$ cat src/rtl/i2c_pkg.sv
// Shared types and constants for the I2C transaction sequencer.
package i2c_pkg;

    // Sequencer states: one address byte, then zero or more data bytes.
    typedef enum logic [2:0] {
        S_IDLE  = 3'd0,
        S_ISSUE = 3'd1,
        S_XFER  = 3'd2,
        S_ACKW  = 3'd3,
        S_FIN   = 3'd4
    } seq_state_t;

    // Completion status reported to the register block.
    typedef enum logic [1:0] {
        ST_OK        = 2'd0,
        ST_ADDR_NACK = 2'd1,
        ST_DATA_NACK = 2'd2
    } seq_status_t;

    // Level on the ACK bit as seen on SDA.
    localparam logic I2C_ACK  = 1'b0;
    localparam logic I2C_NACK = 1'b1;

endpackage

$ cat src/rtl/i2c_seq_buf.sv
// DEPTH x 8 transfer buffer: one write port shared by host and sequencer,
// two asynchronous read ports (host and sequencer).
module i2c_seq_buf #(
    parameter int DEPTH = 8,
    parameter int AW    = $clog2(DEPTH)
) (
    input  logic          clk,
    input  logic          i_host_we,
    input  logic [AW-1:0] i_host_widx,
    input  logic [7:0]    i_host_wdata,
    input  logic          i_seq_we,
    input  logic [AW-1:0] i_seq_widx,
    input  logic [7:0]    i_seq_wdata,
    input  logic [AW-1:0] i_host_ridx,
    output logic [7:0]    o_host_rdata,
    input  logic [AW-1:0] i_seq_ridx,
    output logic [7:0]    o_seq_rdata
);

    logic [7:0]    r_mem [DEPTH];
    logic          w_we;
    logic [AW-1:0] w_widx;
    logic [7:0]    w_wdata;

    // Host writes are blocked while busy, so the two writers never collide;
    // the sequencer still takes priority.
    assign w_we    = i_seq_we | i_host_we;
    assign w_widx  = i_seq_we ? i_seq_widx  : i_host_widx;
    assign w_wdata = i_seq_we ? i_seq_wdata : i_host_wdata;

    // Register-file write port.
    // NOTE: storage has no reset so it maps onto plain flops/LUT-RAM; state
    // flops use non-blocking assignment so every reader sees the pre-edge value.
    always_ff @(posedge clk) begin
        if (w_we) begin
            r_mem[w_widx] <= w_wdata;
        end
    end

    assign o_host_rdata = r_mem[i_host_ridx];
    assign o_seq_rdata  = r_mem[i_seq_ridx];

endmodule

$ cat src/rtl/i2c_seq.sv
// I2C transaction sequencer: turns one host command plus a data buffer into
// a byte-by-byte conversation with the byte-level i2c driver.
module i2c_seq
    import i2c_pkg::*;
#(
    parameter int CLOCK_HZ = 27_000_000,
    parameter int BAUD     = 100_000,
    parameter int DEPTH    = 8
) (
    input  logic                      clk,
    input  logic                      rst,
    input  logic                      cmd_start,
    input  logic [6:0]                cmd_addr,
    input  logic                      cmd_rw,
    input  logic [$clog2(DEPTH):0]    cmd_len,
    input  logic                      buf_we,
    input  logic [$clog2(DEPTH)-1:0]  buf_widx,
    input  logic [7:0]                buf_wdata,
    input  logic [$clog2(DEPTH)-1:0]  buf_ridx,
    output logic [7:0]                buf_rdata,
    output logic                      busy,
    output logic                      done,
    output logic [1:0]                status,
    output logic [$clog2(DEPTH)-1:0]  nack_idx,
    output logic                      i2c_cnd_start,
    output logic                      i2c_cnd_stop,
    output logic                      i2c_rw,
    output logic [7:0]                i2c_tx_data,
    output logic                      i2c_tx_start,
    output logic                      i2c_tx_ack,
    input  logic                      i2c_tx_ready,
    input  logic [7:0]                i2c_rx_data,
    input  logic                      i2c_rx_ack
);

    localparam int BIT_CYCLES = CLOCK_HZ / BAUD;
    localparam int AW         = $clog2(DEPTH);
    localparam int LW         = AW + 1;
    localparam int WAIT_SHORT = BIT_CYCLES + 4;
    localparam int WAIT_LONG  = 2 * BIT_CYCLES + 4;
    localparam int WW         = $clog2(WAIT_LONG + 1);

    seq_state_t    r_state, w_next;
    seq_status_t   r_status;
    logic [6:0]    r_addr;
    logic          r_rw;
    logic [LW-1:0] r_len;
    logic [LW-1:0] r_idx;
    logic          r_is_addr;
    logic          r_seen_low;
    logic [WW-1:0] r_wait;
    logic [AW-1:0] r_nack_idx;

    logic          w_accept;
    logic [LW-1:0] w_len_clamped;
    logic          w_in_byte;
    logic          w_last_byte;
    logic          w_drv_write;
    logic [WW-1:0] w_wait_limit;
    logic          w_wait_done;
    logic          w_nack;
    logic          w_seq_we;
    logic          w_host_we;
    logic [7:0]    w_seq_rdata;

    assign w_accept      = (r_state == S_IDLE) && cmd_start;
    assign w_len_clamped = (cmd_len > LW'(DEPTH)) ? LW'(DEPTH) : cmd_len;
    assign w_in_byte     = (r_state == S_ISSUE) || (r_state == S_XFER) || (r_state == S_ACKW);
    // idx + 1 == len at LW bits never wraps, unlike len - 1 with len == 0.
    assign w_last_byte   = r_is_addr ? (r_len == '0) : ((r_idx + LW'(1)) == r_len);
    assign w_drv_write   = r_is_addr || !r_rw;
    assign w_nack        = w_drv_write && i2c_rx_ack;
    assign w_wait_limit  = i2c_cnd_stop ? WW'(WAIT_SHORT - 1) : WW'(WAIT_LONG - 1);
    assign w_wait_done   = (r_state == S_ACKW) && (r_wait >= w_wait_limit);
    assign w_seq_we      = w_wait_done && !r_is_addr && r_rw;
    assign w_host_we     = buf_we && (r_state == S_IDLE);

    i2c_seq_buf #(.DEPTH(DEPTH), .AW(AW)) u_buf (
        .clk          (clk),
        .i_host_we    (w_host_we),
        .i_host_widx  (buf_widx),
        .i_host_wdata (buf_wdata),
        .i_seq_we     (w_seq_we),
        .i_seq_widx   (r_idx[AW-1:0]),
        .i_seq_wdata  (i2c_rx_data),
        .i_host_ridx  (buf_ridx),
        .o_host_rdata (buf_rdata),
        .i_seq_ridx   (r_idx[AW-1:0]),
        .o_seq_rdata  (w_seq_rdata)
    );

    // State register.
    always_ff @(posedge clk or posedge rst) begin
        if (rst) begin
            r_state <= S_IDLE;
        end else begin
            r_state <= w_next;
        end
    end

    // Next-state logic.
    // NOTE: every combinational output gets a default first so no path
    // leaves it unassigned and a latch can never be inferred.
    always_comb begin
        w_next = r_state;
        unique case (r_state)
            S_IDLE:  if (cmd_start) w_next = S_ISSUE;
            S_ISSUE: w_next = S_XFER;
            S_XFER:  if (r_seen_low && i2c_tx_ready) w_next = S_ACKW;
            S_ACKW:  if (w_wait_done) w_next = (w_nack || w_last_byte) ? S_FIN : S_ISSUE;
            S_FIN:   w_next = S_IDLE;
            default: w_next = S_IDLE;
        endcase
    end

    // Command latch, byte counter, handshake tracking and status.
    always_ff @(posedge clk or posedge rst) begin
        if (rst) begin
            r_addr     <= '0;
            r_rw       <= 1'b0;
            r_len      <= '0;
            r_idx      <= '0;
            r_is_addr  <= 1'b1;
            r_seen_low <= 1'b0;
            r_wait     <= '0;
            r_status   <= ST_OK;
            r_nack_idx <= '0;
        end else begin
            if (w_accept) begin
                r_addr     <= cmd_addr;
                r_rw       <= cmd_rw;
                r_len      <= w_len_clamped;
                r_idx      <= '0;
                r_is_addr  <= 1'b1;
                r_status   <= ST_OK;
                r_nack_idx <= '0;
            end

            if (r_state == S_ISSUE) begin
                r_seen_low <= 1'b0;
            end else if ((r_state == S_XFER) && !i2c_tx_ready) begin
                r_seen_low <= 1'b1;
            end

            if (r_state == S_ACKW) begin
                r_wait <= r_wait + WW'(1);
            end else begin
                r_wait <= '0;
            end

            if (w_wait_done) begin
                if (w_nack) begin
                    r_status <= r_is_addr ? ST_ADDR_NACK : ST_DATA_NACK;
                    if (!r_is_addr) begin
                        r_nack_idx <= r_idx[AW-1:0];
                    end
                end else if (!w_last_byte) begin
                    if (r_is_addr) begin
                        r_is_addr <= 1'b0;
                    end else begin
                        r_idx <= r_idx + LW'(1);
                    end
                end
            end
        end
    end

    // Driver-facing outputs, held steady from ISSUE through ACKW.
    always_comb begin
        i2c_cnd_start = 1'b0;
        i2c_cnd_stop  = 1'b0;
        i2c_rw        = 1'b0;
        i2c_tx_data   = 8'hFF;
        i2c_tx_start  = 1'b0;
        i2c_tx_ack    = I2C_NACK;
        if (w_in_byte) begin
            i2c_tx_start = (r_state == S_ISSUE);
            // A stale rx_ack early in ACKW is harmless: the driver samples
            // cnd_stop only at the end of the ACK bit.
            i2c_cnd_stop = w_last_byte || ((r_state == S_ACKW) && w_drv_write && i2c_rx_ack);
            if (r_is_addr) begin
                i2c_cnd_start = 1'b1;
                i2c_tx_data   = {r_addr, r_rw};
            end else begin
                i2c_rw = r_rw;
                if (r_rw) begin
                    i2c_tx_ack = w_last_byte ? I2C_NACK : I2C_ACK;
                end else begin
                    i2c_tx_data = w_seq_rdata;
                end
            end
        end
    end

    assign busy     = (r_state != S_IDLE);
    assign done     = (r_state == S_FIN);
    assign status   = r_status;
    assign nack_idx = r_nack_idx;

endmodule
$ cat config.mk
export PLATFORM = sky130hd
export DESIGN_NAME = i2c_seq
export DESIGN_NICKNAME = d
export VERILOG_FILES = /design/src/rtl/i2c_pkg.sv /design/src/rtl/i2c_seq_buf.sv /design/src/rtl/i2c_seq.sv
export SDC_FILE = /design/constraint.sdc
export NUM_CORES = 1
export LEC_CHECK = 0
export CAP_MARGIN = 20
export CORE_MARGIN = 4
export CORE_UTILIZATION = 30
export DETAILED_ROUTE_END_ITERATION = 7
export GPL_TIMING_DRIVEN = 0
export MAX_ROUTING_LAYER = met4
export PLACE_DENSITY = 0.6
export SYNTH_ARGS = -nofsm -noshare
export SYNTH_HDL_FRONTEND = slang
export SYNTH_SLANG_ARGS = --single-unit
$ cat constraint.sdc
create_clock -name clk -period 7.4 [get_ports clk]
set_input_delay 1.11 -clock clk [delete_from_list [all_inputs] [get_ports clk]]
set_output_delay 1.11 -clock clk [all_outputs]
set_load 0.01 [all_outputs]
Word level (Yosys, flattened, before mapping):

Memories as Yosys holds them, arrays and structs flattened.
Cells that the tools add are included.

* bits in registers: 36
* RAM bits: 64
* input port bits: 40
* output and inout port bits: 28
* logic and storage cells: 93
* memories kept: 1

Memories
* u_buf.r_mem: words 8, width 8, read ports 2, clocked after memory_dff 0, wr ports 1, RTL line i2c_seq_buf.sv:20 `logic [7:0] r_mem [DEPTH];`

* $add $sub $neg: 2
* magnitude comparators: 2
* eq/ne operators: 8
* muxes and demuxes: 46
* bitwise gates (word level): 1
* reduce and logical (&&, ||, !) cells: 23

Operators by type and width (number)
* two-way mux 8 bit: 4
* two-way mux 3 bit: 9
* two-way mux 4 bit: 6
* two-way mux 1 bit: 20
* two-way mux 10 bit: 2
* one-hot mux 3 bit (4 select lines): 1
* adder 10 x 1 -> 10 bit (second input constant): 1
* >= comparator 10 bit: 1
* logical AND 1 bit: 10
* two-way mux 2 bit: 4
* == test 3 x 2 -> 1 bit (second input constant): 2
* != test 2 bit (second input constant): 3
* logical OR 1 bit: 5
* adder 4 x 1 -> 4 bit (second input constant): 1
* == test 4 bit: 1
* > comparator 4 bit (second input constant): 1
* logical NOT 4 bit: 1
* == test 3 x 1 -> 1 bit (second input constant): 1
* == test 3 bit (second input constant): 1
* logical NOT 1 bit: 3
* logical NOT 3 bit: 1
* AND reduction 3 bit: 1
* nonzero test 3 bit: 1
* nonzero test 2 bit: 1
* bitwise OR 1 bit: 1

Longest topological paths before layout:

* depth after elaboration: 14
* mapped depth: 14
* depth with buffers taken out: 14

Cells and area by module:

A second synthesis with hierarchy kept.

* cell total of the unflattened synthesis: 353
* area total of the unflattened synthesis: 5260.0 µm²

Modules (own cells, without submodules)
* i2c_seq_buf: times used 1, cells an instance 152, area an instance 3264.4 µm², sequential area each 1921.8 µm²
* i2c_seq: times used 1, cells an instance 201, area an instance 1995.7 µm², sequential area each 902.1 µm²

Worst setup path before layout:

No wires, ideal clock.

* path type: reg-to-reg
* start point: reg r_idx[0]
* end point: mem u_buf.r_mem[0][0], enable pin
* library setup time: 0.398 ns
* data arrival time: 3.746 ns
* data required time: 7.002 ns
* slack: 3.256 ns
* stages on the path, launching flop included: 15
* buffers on the path: 0
* clock period less this slack: 4.144 ns
* cell sequence: dfrtp_1 ha_1 xor2_1 nor2_1 a31oi_1 or2_2 o22a_1 inv_1 ha_1 nand3_1 o22ai_2 o2111ai_4 a21oi_1 nand3_1 o41ai_1

* word-level cells in the longest chain between the ends: 13
* elaborated cells between the ends (all ways): 14
* classes of those cells: add/sub (1); order compare (1); eq/ne (1); mux (6); bitwise (1); reduce/logical (4)

Ends and longest elaborated chain
* from (decl): RTL line i2c_seq.sv:48 `logic [LW-1:0] r_idx;`
* from (signal assigned): RTL line i2c_seq.sv:161 `r_idx <= r_idx + LW'(1);`
* adder 4 x 1 -> 4 bit *: RTL line i2c_seq.sv:70 `assign w_last_byte = r_is_addr ? (r_len == '0) : ((r_idx + LW'(1)) == r_len);`
* == test 4 bit *: RTL line i2c_seq.sv:70
* two-way mux 1 bit *: RTL line i2c_seq.sv:70
* logical OR 1 bit *: RTL line i2c_seq.sv:180 `i2c_cnd_stop = w_last_byte || ((r_state == S_ACKW) && w_drv_write && i2c_rx_ack);`
* two-way mux 1 bit *: RTL line i2c_seq.sv:176 `if (w_in_byte) begin`
* via i2c_cnd_stop: RTL line i2c_seq.sv:26 `output logic i2c_cnd_stop,`
* two-way mux 10 bit *: RTL line i2c_seq.sv:73 `assign w_wait_limit = i2c_cnd_stop ? WW'(WAIT_SHORT - 1) : WW'(WAIT_LONG - 1);`
* >= comparator 10 bit *: RTL line i2c_seq.sv:74 `assign w_wait_done = (r_state == S_ACKW) && (r_wait >= w_wait_limit);`
* logical AND 1 bit *: RTL line i2c_seq.sv:74
* logical AND 1 bit * (2 in series): RTL line i2c_seq.sv:75 `assign w_seq_we = w_wait_done && !r_is_addr && r_rw;`
* bitwise OR 1 bit: RTL line i2c_seq_buf.sv:27 `assign w_we = i_seq_we | i_host_we;`
* two-way mux 1 bit: RTL line i2c_seq_buf.sv:35 `if (w_we) begin`
* two-way mux 1 bit (not written as such): RTL line i2c_seq_buf.sv:36 `r_mem[w_widx] <= w_wdata;`
* to (decl): RTL line i2c_seq_buf.sv:20

Mark *: on every way through the listed nets, which the timed path passes. The rest lies on a longest branch.

Worst setup path in the final report:

* start point: reg r_idx[1]
* end point: mem u_buf.r_mem[6][4], enable pin

* word-level cells in the longest chain between the ends: 13
* elaborated cells between the ends (all ways): 14
* classes of those cells: add/sub (1); order compare (1); eq/ne (1); mux (6); bitwise (1); reduce/logical (4)

Ends and longest elaborated chain (RTL line)
* adder 4 x 1 -> 4 bit: i2c_seq.sv:70
* == test 4 bit: i2c_seq.sv:70
* two-way mux 1 bit: i2c_seq.sv:70
* logical OR 1 bit: i2c_seq.sv:180
* two-way mux 1 bit: i2c_seq.sv:176
* two-way mux 10 bit: i2c_seq.sv:73
* >= comparator 10 bit: i2c_seq.sv:74
* logical AND 1 bit: i2c_seq.sv:74
* logical AND 1 bit (2 in series): i2c_seq.sv:75
* bitwise OR 1 bit: i2c_seq_buf.sv:27
* two-way mux 1 bit: i2c_seq_buf.sv:35
* two-way mux 1 bit (not written as such): i2c_seq_buf.sv:36

Parallel ways exist; a longest one is shown, timed or not.

==> summary.md <==
| Metric | Value |
|---|---|
| I/O pin count | 68 |
| Port bufs | 64 |
| Syn_area_per_cell | 14.00 um2 |
| Max Cap Viol | 0 |
| Setup ws final | 2448 ps |
| Area Overhead vs Synth | 25.56% |
| Post-synth EDFFs | 64 |
| RSZ-0062 raised after global routing | no |
| Post-place setup slack | 2173 ps |
| Sum of negative setup slack | 0 ps |
| Initial Utilization | 30.64% |
| Worst ir drop on vdd | 0.0001231 V |
| Crit end category | flip-flop |
| Asr flop ratio synth | 36.00% |
| Worst slew pin tran | approximately 1000 ps |
| DR WL/cell | 18.98 um |
| Initial antenna violation count | 0 |
| Layout cells sized above 1 | between 20 and 25% |
| Largest net degree at the start of global routing | 21 |
| Final setup violation count | 0 |
| 1st-iter DRT viols | 231 |
| Slew HR | 31.07% |
| Skew-Pair Late Insertion Delay | 350 ps |
| Critical path, cell by cell | clkbuf_1 -> nand3_1 -> xnor2_1 -> a31oi_1 -> or2_2 -> o22a_1 -> inv_1 -> ha_1 -> nand3_1 -> o22ai_2 -> o2111ai_4 -> a211oi_4 -> nand2_2 -> o22ai_1 |
| RD Place Congestion | 0.8143 |
| Diode count | 0 |
| Synthesized flop and latch total | 100 |
| Drt pass-1 iters | 5 |
| Final Power | between 1 and 1.5 mW |
| Clock Skews | 8.444 ps |
| CP Launch Point | r_idx[1]$_DFF_PP0_ |
| Max Clock Freq | 201.9 MHz |
| Detailed Route WL | 12.70 mm |
| Resized cells post-CTS | 0 |
| Pwr dens | 176.3 nW/um2 |
| CTS Root Cell | clkbuf_16 |
| Die width | roughly 140 um |
| Crit path time final | 4952 ps |
| Final nets | 491 |
| Vias in the first global route | 3,680 |
| Total core area | 16,580 um2 |
| Post-CTS setup buffers | 0 |
| Critical path arrival | 4920 ps |
| Num CTS Buffers | 9 |
| Worst hold start | r_wait[0]$_DFF_PP0_ |
| Via count | 3,411 |
| Die area | 19,080 um2 |
| Most used DFF post-synth | edfxtp_1 |
| Die height | 138.1 um |
| Syn. warnings | 0 |
| Fin. Hold Viols | 0 |
| Synth Instances | 363 |
| Synth unique cells | 47 |
| ANT nets after route | 0 |
| GRT overflow | 0 |
| P_leak | 2.238 nW |
| Crit path max fanout | 10 |
| Worst Setup Start Kind | flip-flop |
| Most frequent cells in the layout | clkdlybuf4s50_1 (64), edfxtp_1 (64), dfrtp_1 (35), mux4_2 (32), nand2_1 (30) |
| CTS tree | yes |
| Syn_nets | 410 |
| WS Path Type | reg2reg |
| Crit path top cell by count | nand3_1 |
| Outcome | completed |
| CP bufs+invs | 2 |
| Critical path's slowest cell | o22ai_1 |
| Area of the mapped netlist | 5081 um2 |
| First-pass GRT wire length | just over 20 mm |
| RR Startpoint | r_idx[1]$_DFF_PP0_ |
| Row Count | between 40 and 50 |
| Final hold slack | 498.2 ps |
| Vias/cell | 5.099 |
| # hold bufs at CTS | 0 |
| Period utilization | 66.92% |
| DP HPWL | 9.409 mm |
| Required @ worst endpoint | 7370 ps |
| Seq/Total Area, Yosys | 55.58% |
| Clock Sinks | 100 |
| Final max-slew violation count | 0 |
| Worst min-delay path class | reg2reg |
| CP max stage delay | 820 ps |
| Top cell family by delay on the critical path | compound AO/OA/AOI/OAI gates |
| Reg clk slew, reported paths | about 70 ps |
| H-tree Lvls | 3 |
| Residual DRC | 0 |
| GRT Total Usage | 13.87% |
| Max Buffers Root-to-Sink | 2 |
-- cell type report --
| type | count | area [um2] |
|---|---|---|
| Buffer | 21 | 83.83 |
| Clock buffer | 9 | 225.2 |
| Clock inverter | 7 | 65.06 |
| Fill cell | 1577 | 10200 |
| Inverter | 8 | 30.03 |
| Multi-Input combinational cell | 234 | 2171 |
| Sequential cell | 100 | 2824 |
| Tap cell | 220 | 275.3 |
| Timing Repair Buffer | 70 | 705.7 |
-- metal layers --
| metal | vias up | part of all wire, % | GRT usage (%) |
|---|---|---|---|
| met5 | - | 0 | - |
| li1 | 1562 | - | - |
| met4 | 0 | 0.83 | 2.860 |
| met2 | 109 | 49 | 22.53 |
| met1 | 1728 | 44 | 17.95 |
| met3 | 12 | 6.4 | 3.246 |
-- registers in the layout, indices dropped and copies added (netlist names) --
| name | cells |
|---|---|
| nack_idx | 3 |
| r_addr | 7 |
| r_idx | 4 |
| r_is_addr | 1 |
| r_len | 4 |
| r_rw | 1 |
| r_seen_low | 1 |
| r_state | 3 |
| r_wait | 10 |
| status | 2 |
| u_buf.r_mem | 64 |
-- per-stage QoR --
stage / instance area, um2 / std cells / util (%)
6_report: 6380 / 669 / 38.47
4_1_cts: 6365 / 667 / 38.38
5_1_grt: 6380 / 669 / 38.47
3_3_place_gp: 5997 / 647 / 36.16
3_5_place_dp: 6075 / 651 / 36.63
2_1_floorplan: 5081 / 363 / -
-- worst register-to-register path, stage by stage, from the launching register on --
cell	delay, ps
dfrtp_1	360
clkbuf_1	350
nand3_1	260
xnor2_1	290
a31oi_1	200
or2_2	350
o22a_1	240
inv_1	150
ha_1	180
nand3_1	90
o22ai_2	190
o2111ai_4	210
a211oi_4	730
nand2_2	170
o22ai_1	820
-- path summary, 6_finish.rpt --
path,to,slack [ps],depth (start not counted)
setup / recovery,u_buf.r_mem[6][4]$_DFFE_PP_,2450,14
hold / removal,r_wait[0]$_DFF_PP0_,500,1
setup reg to reg,u_buf.r_mem[6][4]$_DFFE_PP_,2450,14
hold reg to reg,r_wait[0]$_DFF_PP0_,500,1
max in group asynchronous,r_len[1]$_DFFE_PP0P_,5630,3
min in group asynchronous,r_seen_low$_DFFE_PP0P_,1210,2
-- synth_stat cells, drive strengths merged (5+ instances only) --
library cell,number,share of area (%)
edfxtp,64,38
dfrtp,35,17
mux4,32,14
nand2,31,2.3
mux2,25,5.5
nor2,22,1.6
o21ai,15,1.5
clkbuf,14,1.0
a21oi,11,1.1
nand3,9,0.89
inv,8,0.59
nand2b,8,0.99
buf,7,0.62
ha,7,1.7
mux2i,7,1.4
xnor2,7,1.2
nor2b,6,0.74
a211oi,5,1.1
o211ai,5,0.74
or3,5,0.62
-- where the power goes --
group	switching, mW	leakage, nW	internal, mW
Sequential	0	1.04	0.595
Clock	0.227	0.146	0.238
Combinational	0.0277	1.05	0.0377
Total	0.254	2.24	0.870
-- logic make-up (layout without fill, tap and decap cells) --
| group | after synthesis | in the layout | share of synthesized area, % |
|---|---|---|---|
| AO/OA/AOI/OAI | 56 | 56 | 8.373 |
| XOR/XNOR | 11 | 11 | 1.896 |
| adder cells (fa/ha/maj) | 7 | 7 | 1.724 |
| buffers and inverters | 29 | 115 | 2.241 |
| flip-flops | 100 | 100 | 55.58 |
| multiplexers | 64 | 64 | 21.10 |
| AND/OR/NAND/NOR | 96 | 96 | 9.087 |
No activity file was read; power rests on OpenSTA's default activity.
==> RTL edit (same flow settings) <==
`DEPTH` is set to 8 in 2 places; all go to 32. Comments in the files are not updated.
--- a/src/rtl/i2c_seq_buf.sv
+++ b/src/rtl/i2c_seq_buf.sv
@@ -3,3 +3,3 @@
 module i2c_seq_buf #(
-    parameter int DEPTH = 8,
+    parameter int DEPTH = 32,
     parameter int AW    = $clog2(DEPTH)
--- a/src/rtl/i2c_seq.sv
+++ b/src/rtl/i2c_seq.sv
@@ -7,3 +7,3 @@
     parameter int BAUD     = 100_000,
-    parameter int DEPTH    = 8
+    parameter int DEPTH    = 32
 ) (
Ports: changed (resized buf_ridx, buf_widx, cmd_len and nack_idx); port bits go from 68 to 76. The function was not compared with the original's and may differ.
==> RTL edit against the original RTL <==
Count of clock-buffer cells in the layout rose by 36. Power rose to 4.0 times the old value. Combinational power rose to 15 times the old value. Core utilization fell by 2.8 points. Routed wire length rose to 3.0 times the old value. Synthesized area rose to 2.8 times the old value. Sequential cell count rose by 198. First-iteration DRC count rose to 3.8 times the old value. Synthesized cell count rose by 130%. Setup slack got worse by 0.50 ns. Final area rose to 2.7 times the old value.
==> RTL edit: results (changes against the original RTL) <==
Parameter                              Value

Global routing
  Wire length of the first global-routing pass ... 56,100 µm (+180%)
  Global routing met2 resource utilization ... 23.53% (+1.0 points)
  Initial antenna violation count ... 1 (+1)
  Pin count of the biggest net entering global routing ... 40 (+90%)
  Met3 demand-to-capacity share in global routing ... 2.566% (-0.68 points)
  All-layer global routing usage ... 15.16% (+1.3 points)
  Met1 routing resource usage after global routing ... 20.87% (+2.9 points)

Yosys
  Part of the Yosys area used for sequential elements ... 60.50% (+4.9 points)
  Async SR Flop Fraction ... 14.09% (-22 points)
  Mapped Nets ... 879 (+110%)
  Count of flip-flops with a built-in enable after synthesis ... 256 (+300%)
  Cell count after synthesis ... 826 (+130%)
  Top post-synthesis cells by area ... sky130_fd_sc_hd__edfxtp_1 53%, sky130_fd_sc_hd__mux4_2 24%, sky130_fd_sc_hd__dfrtp_1 7.1%, sky130_fd_sc_hd__mux2_2 1.9%, sky130_fd_sc_hd__nor2_1 1.7%
  Library cells used by synthesis ... 59 (+26%)

Critical path
  Critical path arrival ... 4.34 ns (-0.58 ns)

Route
  Met1 Routed Length ... 16,410 µm (+200%)
  WL final ... 38,160 µm (+200%)
  Number of violations reported at the end of detailed-routing iteration 0 ... 887 (+280%)
  Routed wire length per instance ... 24.29 µm (+28%)
  Vias per cell ... 5.298 (+3.9%)
  Length of routed met2 wiring ... 17,620 µm (+180%)

Clock tree
  CTS H-tree lvls ... 1 (-2)
  Clock latency on the worst-skew pair ... 0.58 ns (+0.23 ns)
  Number of buffers created by CTS ... 31 (+22)
  Largest buffer count on any clock path ... 3 (+1)
  Post-cts sizing count ... 0 (unchanged)

Cells and area
  Final net count ... 982 (+100%)
  Number of fill cells in the layout ... 4,464 (+180%)
  Share of layout cells above drive strength 1 ... 27.57% (+5.5 points)
  Largest registers ... u_buf.r_mem (256), r_wait (10), r_addr (7)

Placement
  IO Port Bufs ... 69 (+7.8%)
  Cell total after placement ... 1,511 (+130%)
  Cell area reported after detailed placement ... 0.01593 mm² (+160%)
  Worst setup timing slack at the placement stage ... 1.944 ns (-0.2294 ns)
  Routability Congestion ... 0.8952 (+9.9%)
  Final HPWL from detailed placement ... 27,860 µm (+200%)

Run status
  Outcome ... complete, no violations

Power
  Pleak ... 5.534 nW (+150%)
  Peak supply drop ... 0.1701 mV (+38%)
-- RTL edit: report_power, final --
group / total [mW] / internal, mW / switching (mW)
registers: 1.92 / 1.87 / 0.0485
logic: 0.988 / 0.479 / 0.510
clock network: 1.61 / 0.960 / 0.651
total: 4.52 / 3.31 / 1.21
-- RTL edit: path summary, 6_finish.rpt --
kind | startpoint | endpoint | slack, ns | cells after the start
max reg2reg | r_idx[4] | u_buf.r_mem[27][1] | 1.98 | 15
max in group asynchronous | rst | r_is_addr | 6.20 | 3
min reg2reg | status[1] | status[1] | 0.51 | 1
max | buf_ridx[1] | buf_rdata[2] | 1.95 | 6
min | status[1] | status[1] | 0.51 | 1
min in group asynchronous | rst | r_len[3] | 0.73 | 2
-- RTL edit: cell families after synthesis --
family                   Yosys count  synth area share, %
flip-flops                       298                60.50
multiplexers                     191                26.62
AND/OR/NAND/NOR                  166                5.552
AO/OA/AOI/OAI                     83                3.768
buffers and inverters             68                2.174
XOR/XNOR                          13               0.7882
adder cells (fa/ha/maj)            7               0.6062
-- RTL edit: layout make-up --
cell class	count	area (µm²)	share of cell area, %
antenna	2	5.005	0.02944
inverter	10	37.54	0.2208
clock buffer	45	950.9	5.594
multi-input combinational	460	5393	31.72
sequential	298	8740	51.41
clock inverter	13	117.6	0.6918
timing repair buffer	70	710.7	4.180
buffer	58	276.5	1.627
tap	615	769.5	4.526
-- RTL edit: critical path, stage by stage --
cell                              delay, ns
sky130_fd_sc_hd__clkbuf_1              0.55
sky130_fd_sc_hd__buf_1                 0.81
sky130_fd_sc_hd__mux4_2                0.44
sky130_fd_sc_hd__mux4_2                0.54
sky130_fd_sc_hd__mux2_2                0.36
sky130_fd_sc_hd__clkdlybuf4s50_1       0.51
